`src/rtl/keyact_pkg.sv`:
```
// ----------------------------------------------------------------------------
// keyact_pkg
// Shared definitions for the keyboard-to-game-action block:
//   - PS/2 set-2 scan codes of the keys the game reacts to
//   - key1 state enum, held-key snapshot struct, action-pulse struct
//   - decode helpers mapping a scan code to its action / repeat class
// ----------------------------------------------------------------------------
package keyact_pkg;

    localparam logic [7:0] KC_UP    = 8'h75;
    localparam logic [7:0] KC_DOWN  = 8'h72;
    localparam logic [7:0] KC_LEFT  = 8'h6B;
    localparam logic [7:0] KC_RIGHT = 8'h74;
    localparam logic [7:0] KC_ROT   = 8'h12;
    localparam logic [7:0] KC_LROT  = 8'h1A;
    localparam logic [7:0] KC_RROT  = 8'h22;
    localparam logic [7:0] KC_ENTER = 8'h5A;
    localparam logic [7:0] KC_NONE  = 8'hF0;

    // Cycles after reset during which snapshot edges are ignored: covers the
    // synchroniser/acceptance pipeline so a key held through reset cannot
    // masquerade as a fresh press.
    localparam logic [2:0] FLUSH_CYC = 3'd5;

    typedef enum logic [1:0] {
        IDLE,
        LATCHED,
        DAS,
        REPEAT
    } key1_state_e;

    typedef struct packed {
        logic       on;
        logic [7:0] code;
    } key_snap_t;

    localparam key_snap_t SNAP_EMPTY = '{on: 1'b0, code: KC_NONE};

    typedef struct packed {
        logic mv_left;
        logic mv_right;
        logic mv_down;
        logic hard_drop;
        logic rot_cw;
        logic rot_ccw;
        logic start;
    } act_t;

    localparam act_t ACT_NONE       = '0;
    localparam act_t ACT_START_ONLY = '{start: 1'b1, default: 1'b0};

    function automatic act_t decode_key(input logic [7:0] code);
        act_t a;
        a = ACT_NONE;
        case (code)
            KC_LEFT:          a.mv_left   = 1'b1;
            KC_RIGHT:         a.mv_right  = 1'b1;
            KC_DOWN:          a.mv_down   = 1'b1;
            KC_UP:            a.hard_drop = 1'b1;
            KC_ROT, KC_RROT:  a.rot_cw    = 1'b1;
            KC_LROT:          a.rot_ccw   = 1'b1;
            KC_ENTER:         a.start     = 1'b1;
            default:          a = ACT_NONE;
        endcase
        return a;
    endfunction

    function automatic logic is_repeatable(input logic [7:0] code);
        return (code == KC_LEFT) || (code == KC_RIGHT) || (code == KC_DOWN);
    endfunction

endpackage

```
`src/rtl/key_sync.sv`:
```
// ----------------------------------------------------------------------------
// key_sync
// Brings a multi-bit asynchronous key snapshot into the clk domain. Two flops
// synchronise, a third holds the previous synchronised word, and the accepted
// snapshot only updates when two consecutive synchronised words agree, so a
// word caught mid-change (torn code/on bits) never reaches the decoder.
//
// Ports:
//   clk    in  1   system clock
//   rst    in  1   synchronous active-high reset
//   d_i    in  W   asynchronous snapshot
//   acc_o  out W   accepted (stable) snapshot
// ----------------------------------------------------------------------------
module key_sync #(
    parameter int           W       = 9,
    parameter logic [W-1:0] RST_VAL = '0
) (
    input  logic         clk,
    input  logic         rst,
    input  logic [W-1:0] d_i,
    output logic [W-1:0] acc_o
);

    logic [W-1:0] s1_q, s2_q, s3_q;
    logic [W-1:0] acc_q, acc_d;

    always_comb begin
        acc_d = (s2_q == s3_q) ? s2_q : acc_q;
    end

    // NOTE: non-blocking assignments let every flop sample the pre-edge value
    // of its neighbour; blocking here would collapse the chain into one flop.
    always_ff @(posedge clk) begin
        if (rst) begin
            s1_q  <= RST_VAL;
            s2_q  <= RST_VAL;
            s3_q  <= RST_VAL;
            acc_q <= RST_VAL;
        end else begin
            s1_q  <= d_i;
            s2_q  <= s1_q;
            s3_q  <= s2_q;
            acc_q <= acc_d;
        end
    end

    assign acc_o = acc_q;

endmodule

```
`src/rtl/key_action_gen.sv`:
```
// ----------------------------------------------------------------------------
// key_action_gen
// Turns the two-slot held-key state of the PS/2 decoder into single-cycle
// game-action pulses. Slot 1 drives a small FSM (one pulse per press, plus
// delayed auto-shift for movement keys); slot 2 is edge-detect only.
// Latency from a stable input change to its pulse is 4 clock edges.
//
// Build option: define KEYACT_AUTOREPEAT_EN to enable DAS/ARR auto-repeat of
// the movement keys; without it every mapped key pulses once per press.
//
// Ports:
//   clk        in  1  system clock
//   rst        in  1  synchronous active-high reset
//   pause      in  1  suppresses all pulses except start_p
//   key1_on    in  1  slot-1 key held (async)
//   key1_code  in  8  slot-1 scan code, F0 when empty (async)
//   key2_on    in  1  slot-2 key held (async)
//   key2_code  in  8  slot-2 scan code (async)
//   mv_left, mv_right, mv_down, hard_drop, rot_cw, rot_ccw, start_p
//              out 1  registered one-cycle action pulses
// ----------------------------------------------------------------------------
module key_action_gen
    import keyact_pkg::*;
#(
    parameter int DAS_CYC = 8000000,
    parameter int ARR_CYC = 2500000,
    parameter int CNT_W   = 24
) (
    input  logic       clk,
    input  logic       rst,
    input  logic       pause,
    input  logic       key1_on,
    input  logic [7:0] key1_code,
    input  logic       key2_on,
    input  logic [7:0] key2_code,
    output logic       mv_left,
    output logic       mv_right,
    output logic       mv_down,
    output logic       hard_drop,
    output logic       rot_cw,
    output logic       rot_ccw,
    output logic       start_p
);

    if (CNT_W < 1 || DAS_CYC < 1 || ARR_CYC < 1 ||
        longint'(DAS_CYC) > (longint'(1) << CNT_W) ||
        longint'(ARR_CYC) > (longint'(1) << CNT_W)) begin : g_bad_cfg
        $error("key_action_gen: DAS_CYC/ARR_CYC must be >= 1 and fit in CNT_W bits");
    end

    key_snap_t   acc1, acc2;
    key_snap_t   prev1_q, prev2_q;
    logic [2:0]  flush_q;
    logic        settled;
    logic        press1, rel1, press2;
    key1_state_e state_q, state_d;
    act_t        act1, act2, act_d, act_q;

    key_sync #(.W(9), .RST_VAL(SNAP_EMPTY)) u_sync1 (
        .clk   (clk),
        .rst   (rst),
        .d_i   ({key1_on, key1_code}),
        .acc_o (acc1)
    );

    key_sync #(.W(9), .RST_VAL(SNAP_EMPTY)) u_sync2 (
        .clk   (clk),
        .rst   (rst),
        .d_i   ({key2_on, key2_code}),
        .acc_o (acc2)
    );

    // A code change while held counts as a press of the new key.
    assign settled = (flush_q == '0);
    assign press1  = settled && acc1.on && (!prev1_q.on || acc1.code != prev1_q.code);
    assign rel1    = settled && prev1_q.on && !acc1.on;
    assign press2  = settled && acc2.on && (!prev2_q.on || acc2.code != prev2_q.code);

`ifdef KEYACT_AUTOREPEAT_EN
    localparam logic [CNT_W-1:0] DAS_LOAD = CNT_W'(DAS_CYC - 1);
    localparam logic [CNT_W-1:0] ARR_LOAD = CNT_W'(ARR_CYC - 1);

    logic [CNT_W-1:0] cnt_q, cnt_d;
`endif

    // NOTE: every variable gets a default before any branch so no path
    // leaves it unassigned, which would infer a latch.
    always_comb begin
        state_d = state_q;
        act1    = ACT_NONE;
`ifdef KEYACT_AUTOREPEAT_EN
        cnt_d   = cnt_q;
`endif
        if (rel1) begin
            // Release wins over a repeat that is due in the same cycle.
            state_d = IDLE;
        end else if (press1) begin
            act1 = decode_key(acc1.code);
            if (act1 == ACT_NONE) begin
                state_d = IDLE;
`ifdef KEYACT_AUTOREPEAT_EN
            end else if (is_repeatable(acc1.code)) begin
                state_d = DAS;
                cnt_d   = DAS_LOAD;
`endif
            end else begin
                state_d = LATCHED;
            end
`ifdef KEYACT_AUTOREPEAT_EN
        end else if (state_q == DAS || state_q == REPEAT) begin
            if (cnt_q == '0) begin
                act1    = decode_key(acc1.code);
                cnt_d   = ARR_LOAD;
                state_d = REPEAT;
            end else begin
                cnt_d = cnt_q - CNT_W'(1);
            end
`endif
        end
        if (pause) begin
            state_d = IDLE;
        end
    end

    always_comb begin
        act2  = press2 ? decode_key(acc2.code) : ACT_NONE;
        act_d = act1 | act2;
        // Start stays live while paused so Enter can resume the game.
        if (pause) begin
            act_d = act_d & ACT_START_ONLY;
        end
    end

    always_ff @(posedge clk) begin
        if (rst) begin
            state_q <= IDLE;
            act_q   <= ACT_NONE;
            prev1_q <= SNAP_EMPTY;
            prev2_q <= SNAP_EMPTY;
            flush_q <= FLUSH_CYC;
        end else begin
            state_q <= state_d;
            act_q   <= act_d;
            prev1_q <= acc1;
            prev2_q <= acc2;
            if (flush_q != '0) begin
                flush_q <= flush_q - 3'd1;
            end
        end
    end

`ifdef KEYACT_AUTOREPEAT_EN
    always_ff @(posedge clk) begin
        if (rst) begin
            cnt_q <= '0;
        end else begin
            cnt_q <= cnt_d;
        end
    end
`endif

    assign mv_left   = act_q.mv_left;
    assign mv_right  = act_q.mv_right;
    assign mv_down   = act_q.mv_down;
    assign hard_drop = act_q.hard_drop;
    assign rot_cw    = act_q.rot_cw;
    assign rot_ccw   = act_q.rot_ccw;
    assign start_p   = act_q.start;

endmodule

```
`config.mk`:
```
export PLATFORM = sky130hd
export DESIGN_NAME = key_action_gen
export DESIGN_NICKNAME = d
export VERILOG_FILES = /design/src/rtl/keyact_pkg.sv /design/src/rtl/key_sync.sv /design/src/rtl/key_action_gen.sv
export SDC_FILE = /design/constraint.sdc
export NUM_CORES = 1
export LEC_CHECK = 0
export ABC_AREA = 1
export CAP_MARGIN = 5
export CORE_MARGIN = 2
export CORE_UTILIZATION = 44
export DETAILED_ROUTE_END_ITERATION = 16
export HOLD_SLACK_MARGIN = 0.03
export PLACE_DENSITY_LB_ADDON = 0.05
export REMOVE_ABC_BUFFERS = 1
export SYNTH_ARGS = -nofsm -noshare
export SYNTH_HDL_FRONTEND = slang
export SYNTH_SLANG_ARGS = --single-unit
export TNS_END_PERCENT = 20
```
`constraint.sdc`:
```
create_clock -name clk -period 3.7 [get_ports clk]
set_clock_uncertainty 0.05 [all_clocks]
set_input_delay 0.74 -clock clk [delete_from_list [all_inputs] [get_ports clk]]
set_output_delay 0.74 -clock clk [all_outputs]
set_load 0.005 [all_outputs]
```
# ---- Word level (Yosys, flattened, before mapping)
# Index checks and enable logic that the tools add are counted.
dict set report classes {
  order_cmp 0
  n_eq_ne 20
  reduce_logical 16
  n_div 0
  n_bitwise 1
  n_addsub 1
  shift 0
  mul 0
  mux 17
}
# operator n
set ops {}
lappend ops {{equality test 8 x 7 -> 1 bit (second input constant)} 10}
lappend ops {{equality test 8 x 5 -> 1 bit (second input constant)} 4}
lappend ops {{2-to-1 mux 7 bit} 3}
lappend ops {{equality test 9 bit} 2}
lappend ops {{equality test 8 x 6 -> 1 bit (second input constant)} 2}
lappend ops {{inequality test 8 bit} 2}
lappend ops {{2-to-1 mux 1 bit} 14}
lappend ops {{OR 7 bit} 1}
lappend ops {{logical AND 1 bit} 6}
lappend ops {{OR reduction 2 bit} 3}
lappend ops {{zero test 1 bit} 3}
lappend ops {{zero test 3 bit} 1}
lappend ops {{nonzero test 3 bit} 1}
lappend ops {{subtractor 3 x 1 -> 3 bit (second input constant)} 1}
lappend ops {{logical OR 1 bit} 2}
dict set report totals {
  input_bits 21
  regBits 100
  wordCells 75
  romBits 0
  memories 0
  output_inout_bits 7
  latch_bits 0
  mem_bits_rw 0
}

# ---- Logic depth before layout (Yosys ltp)
dict set report logic_depth {
  ltp_word 6
  ltp_mapped 10
  ltp_nobuf 10
}

# ---- Cells and area by module
# From an unflattened synthesis, not the netlist that was laid out.
dict set report hier_totals {
  hier_cells 519
  area_unflattened_um2 4012.6
}
# module n_inst cells_each seq_area_each_um2 area_each_um2
set modules_own_cells {}
lappend modules_own_cells {key_sync 2 157 720.7 1293.7}
lappend modules_own_cells {key_action_gen 1 205 560.5 1425.1}

# ---- Least setup slack after synthesis
# No wires, ideal clock.
dict set report synth_path {
  path_kind {input to register}
  start {in rst}
  end {reg u_sync1.acc_q[0], in the netlist u_sync1.acc_o[0]}
  setup_ns 0.116
  n_path_buf 2
  cell_stages 5
  slack_ns 2.179
  t_arrival_ns 1.355
  required_time_ns 3.534
  cell_sequence {clkbuf_1 inv_1 clkbuf_2 o21ai_0 nor2_1}
}
# item line_no
set synth_lines {}
lappend synth_lines {{start: declaration} key_action_gen.sv:30} ;# input logic rst,
lappend synth_lines {{end signal: assignment} key_sync.sv:38} ;# acc_q <= RST_VAL;
lappend synth_lines {{end signal: assignment} key_sync.sv:43} ;# acc_q <= acc_d;
lappend synth_lines {{end: declaration} key_sync.sv:25} ;# logic [W-1:0] acc_q, acc_d;

# ---- Final worst setup path
dict set report layout_path {
  start {reg act_q, in the netlist mv_down}
  end {out mv_down}
}
# item line_no
set layout_lines {}
lappend layout_lines {{start: declaration} key_action_gen.sv:57} ;# act_t act1, act2, act_d, act_q;
lappend layout_lines {{start signal: assignment} key_action_gen.sv:143} ;# act_q <= act_d;
lappend layout_lines {{end: declaration} key_action_gen.sv:38} ;# output logic mv_down,
# No word-level cell between the ends.

==> impl_metrics.csv <==
group,metric,value,unit
run_status,status,"finished, final reports clean",
cts,clk_path_buf_depth,2,
timing,period_minus_slack,1.95,ns
worst_setup_path,endpoint,"mv_down",
floorplanning,initial_core_util,45.5,%
power,p_per_area,509,nW/um^2
cells_and_area,most-common-layout-cells,"dfxtp_1 (100), nor2_1 (92), inv_1 (73), nand2_1 (66), nand3_1 (31)",
global_route,grt_max_degree,63,
worst_setup_path,cp_data_arrival_time,1.16,ns
floorplanning,die_y,96.2,um
timing,slew_headroom,31.0,%
cells_and_area,final-instance-count-excl-fill,607,
timing,min_period_over_period,52.8,%
worst_setup_path,r2r_setup_slack,2.12,ns
cells_and_area,fillers,779,
detailed_routing,drtIter0Drc,110,
detailed_routing,first_pass_iters,4,
min_path,worstHoldPathType,"reg2reg",
global_route,grt.overflow.total,0,
cts,root_buffer,"clkbuf_8",
floorplanning,ioPinCount,28,
worst_setup_path,cp.depth,1,
worst_setup_path,critPathRequiredTime,2.91,ns
cts,cts_inserted_buffers,9,
detailed_routing,routed.top_layer,"met4",
global_route,antenna_found_initial,0,
cells_and_area,layout-drive-gt1-share,10.2,%
placement,io_buffers,27,
logic_synthesis,syn_avg_cell_area,7.95,um^2
cts,cts_max_level,3,
global_route,track_usage,14.4,%
cells_and_area,final_common_cell,"dfxtp_1",
placement,gp_congestion,0.836,
worst_setup_path,worstReg2RegEnd,"u_sync1.acc_o[6]",
worst_setup_path,critPathLaunch,"mv_down",
worst_setup_path,path_max_fanout,1,
timing,worst_pin_slew,1.03,ns
power,vdd_drop_max,0.209,mV
timing,rsz0062_at_grt,"no",
power,p_leak,1.87,nW
worst_setup_path,critPathBufInv,1,
global_route,grt_pass1_vias,2355,
logic_synthesis,yosys-top-cells-area,"dfxtp_1 (53%), nor2_1 (9.2%), inv_1 (7.3%), nand2_1 (6.6%), nand3_1 (4.1%)",
floorplanning,core-area,8220,um^2
timing,setup_viol,0,
job,maxCapViolations,0,
cts,clk_pin_slew_worst_paths,0.10,ns
placement,dp_hpwl,4000,um
logic_synthesis,ys_ff_latch,100,
timing,hold_viol,0,
cts,clk_latency,0.35,ns
timing,maxSlewViolCount,0,
logic_synthesis,syn_inst,471,
worst_setup_path,reg2reg_depth,8,
floorplanning,die_area,9260,um^2
detailed_routing,vias,2676,
worst_setup_path,cp-start-kind,"register",
detailed_routing,route.met2.wl,2410,um
detailed_routing,wl_met1,3160,um
logic_synthesis,synth_top_area_share,53.5,%
cts,clock-sinks,100,
cts,cts_setup_buffers,0,
logic_synthesis,synth_top_area_cell,"dfxtp_1",
logic_synthesis,synth_area,3740,um^2
cts,cts_tree,"yes",
detailed_routing,finalWirelength,5900,um
placement,post_dp_cell_area,4080,um^2
cts,cts_resized,0,
floorplanning,die_x,96.2,um
worst_setup_path,crit_family,"buffers and inverters",
cells_and_area,diodes,0,
worst_setup_path,reg2reg_from,"u_sync1.s2_q[2]",
logic_synthesis,synth_cell_types,34,
floorplanning,row_count,33,
placement,place_inst,591,
cts,cts_hold_repair.buffers,0,
timing,max_freq,512,MHz
worst_setup_path,crit_chain,"clkdlybuf4s50_1",
detailed_routing,ant_nets,0,
detailed_routing,wl_met3,202,um
logic_synthesis,synth_warnings,0,
cells_and_area,areaGrowthSynthToFinish,15.0,%
detailed_routing,drc,0,
cells_and_area,postLayoutCellArea,4310,um^2
worst_setup_path,worst_setup_path_end_kind,"output port",
logic_synthesis,synth.yosys.seq_area_share,53.5,%
detailed_routing,wl_per_cell,9.72,um
cells_and_area,fin_nets,520,
worst_setup_path,cp_slowest_cell,"clkdlybuf4s50_1",
timing,finalSetupTns,0,ns
worst_setup_path,cp_slowest_stage_delay,0.49,ns
worst_setup_path,critPathKind,"reg2out",
global_route,grt_pass1_wl,10300,um
detailed_routing,vias_per_cell,4.41,
[synthesized netlist by cell type, drive strengths merged]
library cell	count
nor2	97
buf	4
o22ai	1
nand3b	1
or2	25
a21oi	9
clkbuf	9
inv	75
nor3	4
o21ai	14
o211ai	6
nor4	1
ha	2
xnor2	13
dfxtp	100
nand4	5
nand2	67
nor3b	1
nand3	32
a21boi	1
xor2	4
[cells by family (layout without fill, tap and decap cells)]
family / Yosys count / count (layout) / share of synthesized area, %
AND/OR/NAND/NOR: 233 / 233 / 27.4
flip-flops: 100 / 100 / 53.5
buffers and inverters: 88 / 119 / 9.19
AO/OA/AOI/OAI: 31 / 31 / 5.28
XOR/XNOR: 17 / 17 / 3.98
adder cells (fa/ha/maj): 2 / 2 / 0.669
[where the power goes]
group	internal (mW)	total, mW	switching (mW)
registers	1.14	1.19	0.0502
logic	0.103	0.241	0.138
clock network	0.387	0.756	0.369
total	1.63	2.19	0.557
[per-layer routing]
layer | up-vias | global-route usage, %
met5 | - | 0
li1 | 1476 | -
met1 | 1148 | 19.4
met2 | 43 | 21.9
met4 | 0 | 6.79
met3 | 9 | 3.05
[final cells by class]
type	instances	area, um^2	area share, %
Timing Repair Buffer	28	273	6.34
Clock buffer	10	128	2.96
Inverter	75	282	6.54
Tap cell	105	131	3.05
Clock inverter	6	93.8	2.18
Sequential cell	100	2000	46.5
Multi-Input combinational cell	283	1400	32.4
[state kept, by name, summed over array words and instances, names as in the netlist]
signal	flops
flush_q	3
hard_drop	1
mv_down	1
mv_left	1
mv_right	1
prev1_q	9
prev2_q	9
rot_ccw	1
rot_cw	1
start_p	1
u_sync1.acc_o	9
u_sync1.s1_q	9
u_sync1.s2_q	9
u_sync1.s3_q	9
u_sync2.acc_o	9
u_sync2.s1_q	9
u_sync2.s2_q	9
u_sync2.s3_q	9
[worst min path at each step]
stage / from / end / slack (ns) / depth (start not counted)
finish: u_sync1.s1_q[3] / u_sync1.s2_q[3] / 0.34 / 2
global route: u_sync1.s1_q[3] / u_sync1.s2_q[3] / 0.37 / 2
CTS: u_sync1.s1_q[2] / u_sync1.s2_q[2] / 0.35 / 2
detailed placement: u_sync2.s1_q[4] / u_sync2.s2_q[4] / 0.34 / 1
global placement: u_sync2.s1_q[3] / u_sync2.s2_q[3] / 0.34 / 2
floorplan: u_sync1.s1_q[0] / u_sync1.s2_q[0] / 0.34 / 2
[metrics by stage]
step                hold WS [ns]  total power [mW]  worst slack (ns)  utilization, %
global placement           0.339              1.46              1.61            49.7
CTS                        0.346              2.22              1.71            52.4
global route               0.365              2.31              1.68            52.4
detailed placement         0.344              1.46              1.56            49.7
floorplan                  0.338              1.39              2.05               -
finish                     0.344              2.19              1.75            52.4
Note: power is estimated with default switching activity, not from simulation.
